[src/rtl/bank_access_arbiter.sv]
// Two-port front end for the 16-sub-memory bank array: round-robin read/write slots with
// aged write deferral on same-sub-memory conflicts. Optional CONFLICT_STATS_EN adds conflict_cnt.
module bank_access_arbiter #(
  parameter int unsigned ADDR_W    = 11,
  parameter int unsigned DATA_W    = 8,
  parameter int unsigned MAX_DEFER = 3
) (
  input  logic              clk,
  input  logic              rst,
  input  logic              req0,
  input  logic              we0,
  input  logic [ADDR_W-1:0] addr0,
  input  logic [DATA_W-1:0] wdata0,
  output logic              gnt0,
  output logic              rvalid0,
  output logic [DATA_W-1:0] rdata0,
  input  logic              req1,
  input  logic              we1,
  input  logic [ADDR_W-1:0] addr1,
  input  logic [DATA_W-1:0] wdata1,
  output logic              gnt1,
  output logic              rvalid1,
  output logic [DATA_W-1:0] rdata1,
  output logic              mem_ren,
  output logic [ADDR_W-1:0] mem_raddr,
  output logic              mem_wen,
  output logic [ADDR_W-1:0] mem_waddr,
  output logic [DATA_W-1:0] mem_din,
  input  logic [DATA_W-1:0] mem_dout
`ifdef CONFLICT_STATS_EN
  ,
  output logic [15:0]       conflict_cnt
`endif
);

  localparam logic [3:0] MaxDefer = 4'(MAX_DEFER);

  logic              rd_prio_q, rd_prio_d;
  logic              wr_prio_q, wr_prio_d;
  logic [3:0]        def_cnt_q, def_cnt_d;
  logic              rtag_v_q, rtag_q;

  logic              rd_c0, rd_c1, wr_c0, wr_c1;
  logic              rd_any, rd_both, wr_any, wr_both;
  logic              rd_win, wr_win;
  logic [ADDR_W-1:0] raddr, waddr;
  logic [DATA_W-1:0] wdata;
  logic              conflict, force_wr;
  logic              rd_gnt, wr_gnt;

  always_comb begin
    rd_c0    = req0 & ~we0;
    rd_c1    = req1 & ~we1;
    wr_c0    = req0 & we0;
    wr_c1    = req1 & we1;
    rd_any   = rd_c0 | rd_c1;
    rd_both  = rd_c0 & rd_c1;
    wr_any   = wr_c0 | wr_c1;
    wr_both  = wr_c0 & wr_c1;
    rd_win   = rd_both ? rd_prio_q : rd_c1;
    wr_win   = wr_both ? wr_prio_q : wr_c1;
    raddr    = rd_win ? addr1 : addr0;
    waddr    = wr_win ? addr1 : addr0;
    wdata    = wr_win ? wdata1 : wdata0;
    // Same sub-memory: the memory would drop the write, so only one side may go
    conflict = rd_any & wr_any & (raddr[ADDR_W-1 -: 4] == waddr[ADDR_W-1 -: 4]);
    force_wr = conflict & (def_cnt_q >= MaxDefer);
    rd_gnt   = rd_any & ~force_wr & ~rst;
    wr_gnt   = wr_any & ~(conflict & ~force_wr) & ~rst;
  end

  always_comb begin
    rd_prio_d = (rd_both & rd_gnt) ? ~rd_win : rd_prio_q;
    wr_prio_d = (wr_both & wr_gnt) ? ~wr_win : wr_prio_q;
    if (wr_gnt || !wr_any) begin
      def_cnt_d = '0;
    end else if (conflict) begin
      def_cnt_d = def_cnt_q + 4'd1;
    end else begin
      def_cnt_d = def_cnt_q;
    end
  end

  always_ff @(posedge clk) begin
    if (rst) begin
      rd_prio_q <= 1'b0;
      wr_prio_q <= 1'b0;
      def_cnt_q <= '0;
      rtag_v_q  <= 1'b0;
      rtag_q    <= 1'b0;
    end else begin
      rd_prio_q <= rd_prio_d;
      wr_prio_q <= wr_prio_d;
      def_cnt_q <= def_cnt_d;
      rtag_v_q  <= rd_gnt;
      rtag_q    <= rd_win;
    end
  end

  assign gnt0      = (rd_gnt & ~rd_win) | (wr_gnt & ~wr_win);
  assign gnt1      = (rd_gnt & rd_win) | (wr_gnt & wr_win);
  assign mem_ren   = rd_gnt;
  assign mem_raddr = rd_gnt ? raddr : '0;
  assign mem_wen   = wr_gnt;
  assign mem_waddr = wr_gnt ? waddr : '0;
  assign mem_din   = wr_gnt ? wdata : '0;

  // A reset arriving while read data is in flight drops that return
  assign rvalid0 = rtag_v_q & ~rtag_q & ~rst;
  assign rvalid1 = rtag_v_q & rtag_q & ~rst;
  assign rdata0  = rvalid0 ? mem_dout : '0;
  assign rdata1  = rvalid1 ? mem_dout : '0;

`ifdef CONFLICT_STATS_EN
  logic [15:0] conflict_cnt_q;

  always_ff @(posedge clk) begin
    if (rst) begin
      conflict_cnt_q <= '0;
    end else if (conflict && conflict_cnt_q != 16'hFFFF) begin
      conflict_cnt_q <= conflict_cnt_q + 16'd1;
    end
  end

  assign conflict_cnt = conflict_cnt_q;
`endif

endmodule

[config.mk]
export PLATFORM = sky130hd
export DESIGN_NAME = bank_access_arbiter
export DESIGN_NICKNAME = d
export VERILOG_FILES = /design/src/rtl/bank_access_arbiter.sv
export SDC_FILE = /design/constraint.sdc
export NUM_CORES = 1
export LEC_CHECK = 0
export BUFFER_PORTS_ARGS = -buffer_cell sky130_fd_sc_hd__buf_4
export CAP_MARGIN = 0
export CELL_PAD_IN_SITES_DETAIL_PLACEMENT = 0
export CELL_PAD_IN_SITES_GLOBAL_PLACEMENT = 1
export CORE_MARGIN = 5
export CORE_UTILIZATION = 23
export CTS_CLUSTER_SIZE = 16
export DETAILED_ROUTE_END_ITERATION = 12
export GPL_ROUTABILITY_DRIVEN = 0
export PLACE_DENSITY = 0.76
export SLEW_MARGIN = 0
export SYNTH_ARGS = -nofsm -noshare
export SYNTH_HDL_FRONTEND = slang
export SYNTH_SLANG_ARGS = --single-unit
[constraint.sdc]
create_clock -name clk -period 2.3 [get_ports clk]
set_input_delay 0.345 -clock clk [delete_from_list [all_inputs] [get_ports clk]]
set_output_delay 0.345 -clock clk [all_outputs]
set_load 0.01 [all_outputs]
; Word-level counts from Yosys, hierarchy flattened
; Cells that the tools add are included.
[classes]
add_sub_neg = 1
magnitude_cmp = 1
n_eq_ne = 1
n_mux = 10
n_bitwise = 36
reduce_logical = 3
[op_table]
columns = cell, n
row1 = $mux 11, 4
row2 = $mux 8, 4
row3 = $and 1x1->1, 24
row4 = $not 1->1, 8
row5 = $add 4x1->4 const B, 1
row6 = $eq 4x4->1, 1
row7 = $ge 4x2->1 const B, 1
row8 = $or 1x1->1, 4
row9 = $mux 1, 2
row10 = $reduce_or 2->1, 1
row11 = $logic_not 1->1, 1
row12 = $logic_or 1x1->1, 1
[word_totals]
regBits = 8
output_inout_bits = 52
wordCells = 57

; Longest topological paths before layout
; Gate-level depths: netlist of run 1.
[depth]
word_depth = 15
mapped_depth = 7
ltp_nobuf = 5

; Worst setup path before layout of run 1
; No wires, ideal clock.
[synth_path]
kind = input to output
startpoint = in addr0[10]
endpoint = out mem_din[0]
t_arrival_ps = 1513
setup_slack_ps = 442
stages = 6
n_path_buf = 1
path_cell_list = xor2_1 -> a2111oi_4 -> a2bb2oi_4 -> o31ai_4 -> buf_6 -> nor2_1
[synth_between]
elab_chain_len = 10
[synth_lines]
columns = element, line
row1 = "start, declared", 12  ; input logic [ADDR_W-1:0] addr0,
row2 = "$mux 11, on equally long branches", "62, 63"
row3 = $eq 4x4->1 (*), 66  ; conflict = rd_any & wr_any & (raddr[ADDR_W-1 -: 4] == waddr[ADDR_W-1 -: 4]);
row4 = $and 1x1->1 (*), 66
row5 = $and 1x1->1, 67  ; force_wr = conflict & (def_cnt_q >= MaxDefer);
row6 = $not 1->1, 69  ; wr_gnt = wr_any & ~(conflict & ~force_wr) & ~rst;
row7 = $and 1x1->1 (*), 69
row8 = $not 1->1 (*), 69
row9 = $and 1x1->1 (*) (2 in series), 69
row10 = $mux 8 (*), 106  ; assign mem_din = wr_gnt ? wdata : '0;
row11 = "end, declared", 28  ; output logic [DATA_W-1:0] mem_din,
; Mark *: on every way between the ends. The rest lies on a longest branch, timed or not.

; Final worst setup path of run 1
[layout_path]
startpoint = in addr0[10]
endpoint = out mem_waddr[8]
[layout_between]
elab_chain_len = 10
[layout_lines]
columns = element, line
row1 = "$mux 11, on equally long branches", "62, 63"
row2 = $eq 4x4->1 (*), 66
row3 = $and 1x1->1 (*), 66
row4 = $and 1x1->1, 67
row5 = $not 1->1, 69
row6 = $and 1x1->1 (*), 69
row7 = $not 1->1 (*), 69
row8 = $and 1x1->1 (*) (2 in series), 69
row9 = $mux 11 (*), 105  ; assign mem_waddr = wr_gnt ? waddr : '0;
row10 = "end, declared", 27  ; output logic [ADDR_W-1:0] mem_waddr,
; Marked as above.

==> metrics.txt, run 1 <==
outcome=finished clean; most frequent cell after synthesis=nor2_1; Yosys warning total=0; grt total ovfl=0; Post-Syn Instances=around 140; IO buf count=~100; Worst Setup Slack, final=approximately 0.099 ns; Hold Vio Cnt, Final=0; Seq cells post-synth=8; sequential area share after synthesis=between 10% and 20%; CP peak stage delay=approximately 0.38 ns; core area=0.00469 mm^2; Vias=roughly 1300; RSZ-0062 raised after global routing=no; met3 routed WL=a little under 300 um; # IOs=between 100 and 150; Via density=around 4.4; Die Y=between 70 and 80 um; dpl ws=roughly 0.10 ns; worst path arrival time=1.86 ns; CTS Buffer Depth=2; Post-synth EDFFs=0; clock skew=0.00333 ns; routed length per instance=12.6 um; # H-tree levels=1; syn_area_per_cell=around 7.7 um^2; share of cells above drive strength 1=around 48%; Setup TNS=0 ns; Max Clk Rate=0.454 GHz; Worst Max-Slew Pin Slew=approximately 0.54 ns; Resized Gates After CTS=0; commonest cells in the netlist=nor2_1, mux2i_1, and2_1; Max transition margin=around 64%; mapped cell area=roughly 0.0011 mm^2; Crit Path Category=input port to primary output; Synth area leaders=mux2i_1, dfxtp_1, nor2_1; met2 WL=slightly below 2 mm; MaxCap Viol Count=0; distinct cell type count after synthesis=35; worst vdd ir=~0.18 mV; ant diodes=0; CP required=roughly 2.0 ns; root buffer cell=clkbuf_8; initial antenna violation count=0; M1 WL=approximately 1.5 mm; Worst-Skew Late Latency=~0.22 ns; hold bufs inserted after CTS=0; crit path time final=between 2 and 2.5 ns; Detail Placement HPWL=between 3 and 4 mm; area fraction of the dominant cell type after synthesis=26.5%; setup bufs post-CTS=0; clock sink count=8; Post-synth ARST share=0%; vias in the first global route=1335; crit-path cells=buf_4 > xor2_1 > a2111oi_4 > a2bb2oi_4 > o31ai_4 > buf_12 > nor2_1 > buf_4; post-route clock period utilization=95.7%; nets@finish=roughly 300; drt total wl=3.81 mm; die footprint=around 0.0063 mm^2; Highest Signal Layer=met4; Iteration-0 DRC Markers=41; Num CTS Buffers=3; Worst Hold Class=input port to flip-flop; critical path endpoint category=primary output; pins over their slew limit=0; initial core utilization=a little under a quarter; Crit path top cell by count=buf_4; first-pass GRT wire length=5.93 mm; critical path peak fanout=20; DRC viols=0; largest net degree at the start of global routing=21; Power per Cell Area=between 300 and 400 mW/mm^2; WHS=0.335 ns; CTS tree=built; Routed Antenna Nets=0; Yosys top cell by area=mux2i_1; die width=roughly 80 um; P&R area growth vs syn=81.9%; CP max-delay cell=a2111oi_4; first-pass detailed-route iteration total=4; Leak Pwr=around 1 nW; Worst setup SP type=input port; Main synth FF type=dfxtp_1; All-Layer GR Usage=a little under an eighth; setup violators final=0; CTS clk-pin slew, worst paths=~0.040 ns; Rows=25
-- registers in the layout, summed over array words and instances, names as in the netlist --
register,flops
wr_prio_q,1
rd_prio_q,1
rtag_v_q,1
def_cnt_q,4
rtag_q,1
-- cells in the final DEF (no fill, tap or decap) --
cell type,Yosys,layout
o21ai_2,1,1
nand2b_1,5,5
inv_1,3,3
o22ai_1,1,1
o21ai_0,2,2
and3_1,1,1
nor4_1,1,1
nor2_2,1,1
nand4_1,3,3
o31ai_4,1,1
xor2_1,4,4
buf_4,1,107
buf_12,0,2
nor2_1,33,33
clkbuf_8,0,3
nand2_1,4,4
and2_1,16,16
inv_2,1,1
conb_1,1,2
a2111oi_4,1,1
dfxtp_1,8,8
ha_1,1,1
nand3_1,1,1
and3b_1,2,2
nand3b_1,1,1
nor3b_2,1,1
nor2b_2,0,1
xnor2_1,1,1
nor2b_1,2,1
or3_1,1,1
a21oi_1,4,4
a2bb2oi_4,1,1
nor3_1,3,3
nor3b_1,1,1
mux2i_1,29,29
-- final cells by class --
cell class	count	area (um^2)
Clock buffer	3	41.3
Inverter	4	15.0
Timing Repair Buffer	109	843
Multi-Input combinational cell	124	868
Fill cell	490	2700
Sequential cell	8	160
Tap cell	54	67.6
-- worst max-delay path: cells and delay by family --
kind | cells | cell delay, ns
xor+xnor | 1 | 0.18
buf+inv | 3 | 0.45
compound gates | 3 | 0.81
simple gates | 1 | 0.06
-- worst paths after layout --
kind / startpoint / end / slack (ns) / depth (start not counted)
worst max register to register: def_cnt_q[0] / def_cnt_q[0] / 0.81 / 4
worst min-delay path: rst / rd_prio_q / 0.33 / 2
worst max-delay path: addr0[10] / mem_waddr[8] / 0.1 / 8
worst min register to register: wr_prio_q / wr_prio_q / 0.51 / 2
-- through the flow --
step | std cells | instance area (um^2) | power, mW | util, %
after detailed placement | 299 | 1950 | 0.453 | 41.7
after global placement | 299 | 1950 | 0.451 | 41.7
after CTS | 302 | 2000 | 0.620 | 42.5
final | 302 | 2000 | 0.610 | 42.5
after floorplan | 144 | 1100 | 0.291 | -
after global routing | 302 | 2000 | 0.657 | 42.5
-- routing by layer --
layer	vias to the layer above	global-route usage (%)
met4	0	1.03
met3	2	3.51
met1	582	13.0
met2	53	21.2
li1	695	-
met5	-	0
-- cells by family after synthesis --
group	count (synthesis)	synth area share [%]
simple gates	76	35.7
xor+xnor	5	3.99
fa+ha+maj	1	1.14
flops	8	14.6
compound gates	11	10.9
buf+inv	12	6.84
other cells	1	0.342
mux	29	26.5
-- power breakdown --
part / total (mW) / internal [mW] / switching [mW]
Clock: 0.163 / 0.113 / 0.0497
Combinational: 0.301 / 0.166 / 0.135
Sequential: 0.147 / 0.145 / 0.00205
(Power assumes the default switching activity.)
==> inputs of run 2 (changes only) <==
Settings changed: SETUP_SLACK_MARGIN set to 0.5.
==> metrics.txt, run 2 (same netlist as run 1, synthesis figures left out) <==
initial core utilization=23.4% (unchanged); most frequent cells in the layout=buf_4, mux2i_1, nor2_1; post-route clock period utilization=92.1% (-3.6 points); clock sink count=8 (unchanged); post-layout instance count excluding filler cells=306 (+1.3%); Worst Setup Slack, final=0.182 ns (+0.0835 ns); Detail Placement HPWL=3.22 mm (+2.2%); Power per Cell Area=299 mW/mm^2 (-2.1%); Via density=4.52 (+2.5%); Iteration-0 DRC Markers=43 (+4.9%); Crit Path Category=input port to primary output; setup violators final=0 (unchanged); Hold Vio Cnt, Final=0 (unchanged); critical path peak fanout=7 (-65%); Cells after DPL=301 (+0.67%); Max transition margin=65.9% (+1.9 points); # H-tree levels=1 (unchanged); share of cells above drive strength 1=54.8% (+6.4 points); Hold Path End=rd_prio_q; hold_sp=rst; Worst-Skew Late Latency=0.23 ns (about the same); Die Y=79.1 um (unchanged); clock skew=0.00110 ns (-0.00223 ns); reg2reg start=def_cnt_q[0]; drt total wl=3.94 mm (+3.5%); first-pass GRT wire length=6.42 mm (+8.3%); crit-path cells=buf_8 > xor2_4 > a2111oi_4 > a2bb2oi_4 > o21ai_4 > buf_8 > nor2_2 > buf_4; CTS Buffer Depth=2 (unchanged); worst path arrival time=1.77 ns (-0.09 ns); Hold Path Stages=2 (unchanged); Crit path top cell by count=buf_8; routed length per instance=12.9 um (+2.1%); outcome=finished clean; Vias=1383 (+3.8%); CP required=1.96 ns (about the same); IO buf count=103 (unchanged); initial antenna violation count=0 (unchanged); WHS=0.327 ns (-0.00759 ns); worst vdd ir=0.125 mV (-30%); Num CTS Buffers=3 (unchanged); CTS tree=built; pins over their slew limit=0 (unchanged); r2r endpoint=def_cnt_q[1]; All-Layer GR Usage=12.5% (+1.1 points); CP peak stage delay=0.37 ns (about the same); die footprint=0.00625 mm^2 (unchanged); Routed Antenna Nets=0 (unchanged); vias in the first global route=1474 (+10%); dpl ws=0.152 ns (+0.0482 ns); Worst Hold Class=input port to flip-flop; Worst Max-Slew Pin Slew=0.511 ns (-0.0284 ns); largest net degree at the start of global routing=16 (-24%); nets@finish=307 (+1.3%); critical path endpoint category=primary output; core area=0.00469 mm^2 (unchanged); Biggest register=def_cnt_q; CP delay by family, top=compound AO/OA/AOI/OAI gates; reg2reg setup slack=0.90 ns (+0.09 ns); FF-to-FF path depth=4 (unchanged); die width=79.1 um (unchanged); P&R area growth vs syn=97.8%; ant diodes=0 (unchanged); crit path time final=2.12 ns (-0.0835 ns); Rows=25 (unchanged); CTS clk-pin slew, worst paths=0.04 ns (about the same); commonest non-fill, non-tap cell in the layout=buf_4; Leak Pwr=1.04 nW (+4.1%); MaxCap Viol Count=0 (unchanged); Setup TNS=0 ns (unchanged); root buffer cell=clkbuf_8; Worst Path Buf+Inv=3 (unchanged); Max Clk Rate=0.472 GHz (+3.9%); max reg flops=4 (unchanged); CP max-delay cell=a2111oi_4; DRC viols=0 (unchanged); Worst setup SP type=input port; first-pass detailed-route iteration total=4 (unchanged); grt total ovfl=0 (unchanged); RSZ-0062 raised after global routing=yes; # IOs=104 (unchanged)
run 2: worst max-delay path by stage:
stage	from	to	slack [ns]	cells past startpoint
after floorplan	addr0[10]	mem_din[0]	0.51	6
after global placement	addr0[10]	mem_raddr[8]	0.18	8
after detailed placement	addr0[10]	mem_raddr[9]	0.15	8
after CTS	addr1[10]	mem_din[1]	0.18	8
after global routing	addr1[10]	mem_din[3]	0.10	8
final	addr1[10]	mem_raddr[5]	0.18	8
run 2: power by group:
| part | switching, mW | leakage, nW | internal (mW) |
|---|---|---|---|
| clock network | 0.0537 | 0.0216 | 0.113 |
| logic | 0.153 | 0.953 | 0.184 |
| registers | 0.00212 | 0.0657 | 0.145 |
run 2: metrics by stage:
step / area (um^2) / power (mW) / utilization, %
final: 2170 / 0.650 / 46.3
after global routing: 2170 / 0.693 / 46.3
after CTS: 2120 / 0.647 / 45.1
after detailed placement: 1940 / 0.449 / 41.4
after global placement: 1940 / 0.448 / 41.4
after floorplan: 1100 / 0.291 / -
run 2: layout make-up:
type                       count  area, um^2
fill                         485        2520
multi-input combinational    124         967
timing repair buffer         113         920
sequential                     8         160
tap                           54        67.6
clock buffer                   3        41.3
inverter                       4        15.0
run 2: worst reg2reg max path: stages, from the launching register on:
cell     delay, ns
dfxtp_1       0.31
ha_1          0.19
or3_4         0.36
nor3_1        0.29
and3_1        0.19
run 2: per-layer routing:
layer | wire, um | GRT usage (%) | vias up
met4 | 50 | 3.44 | 0
met3 | 462 | 5.56 | 7
met5 | 0 | 0 | -
li1 | - | - | 703
met2 | 1950 | 21.5 | 61
met1 | 1480 | 13.9 | 612
run 2: what timing repair did:
| action | in CTS | in global routing |
|---|---|---|
| pin swaps | 11 | 4 |
| buffers inserted | 1 | 1 |
| endpoints found under the setup margin | 34 | 34 |
| resized for setup | 30 | 14 |
| hold buffers | 0 | 0 |
| gates cloned | 0 | 0 |
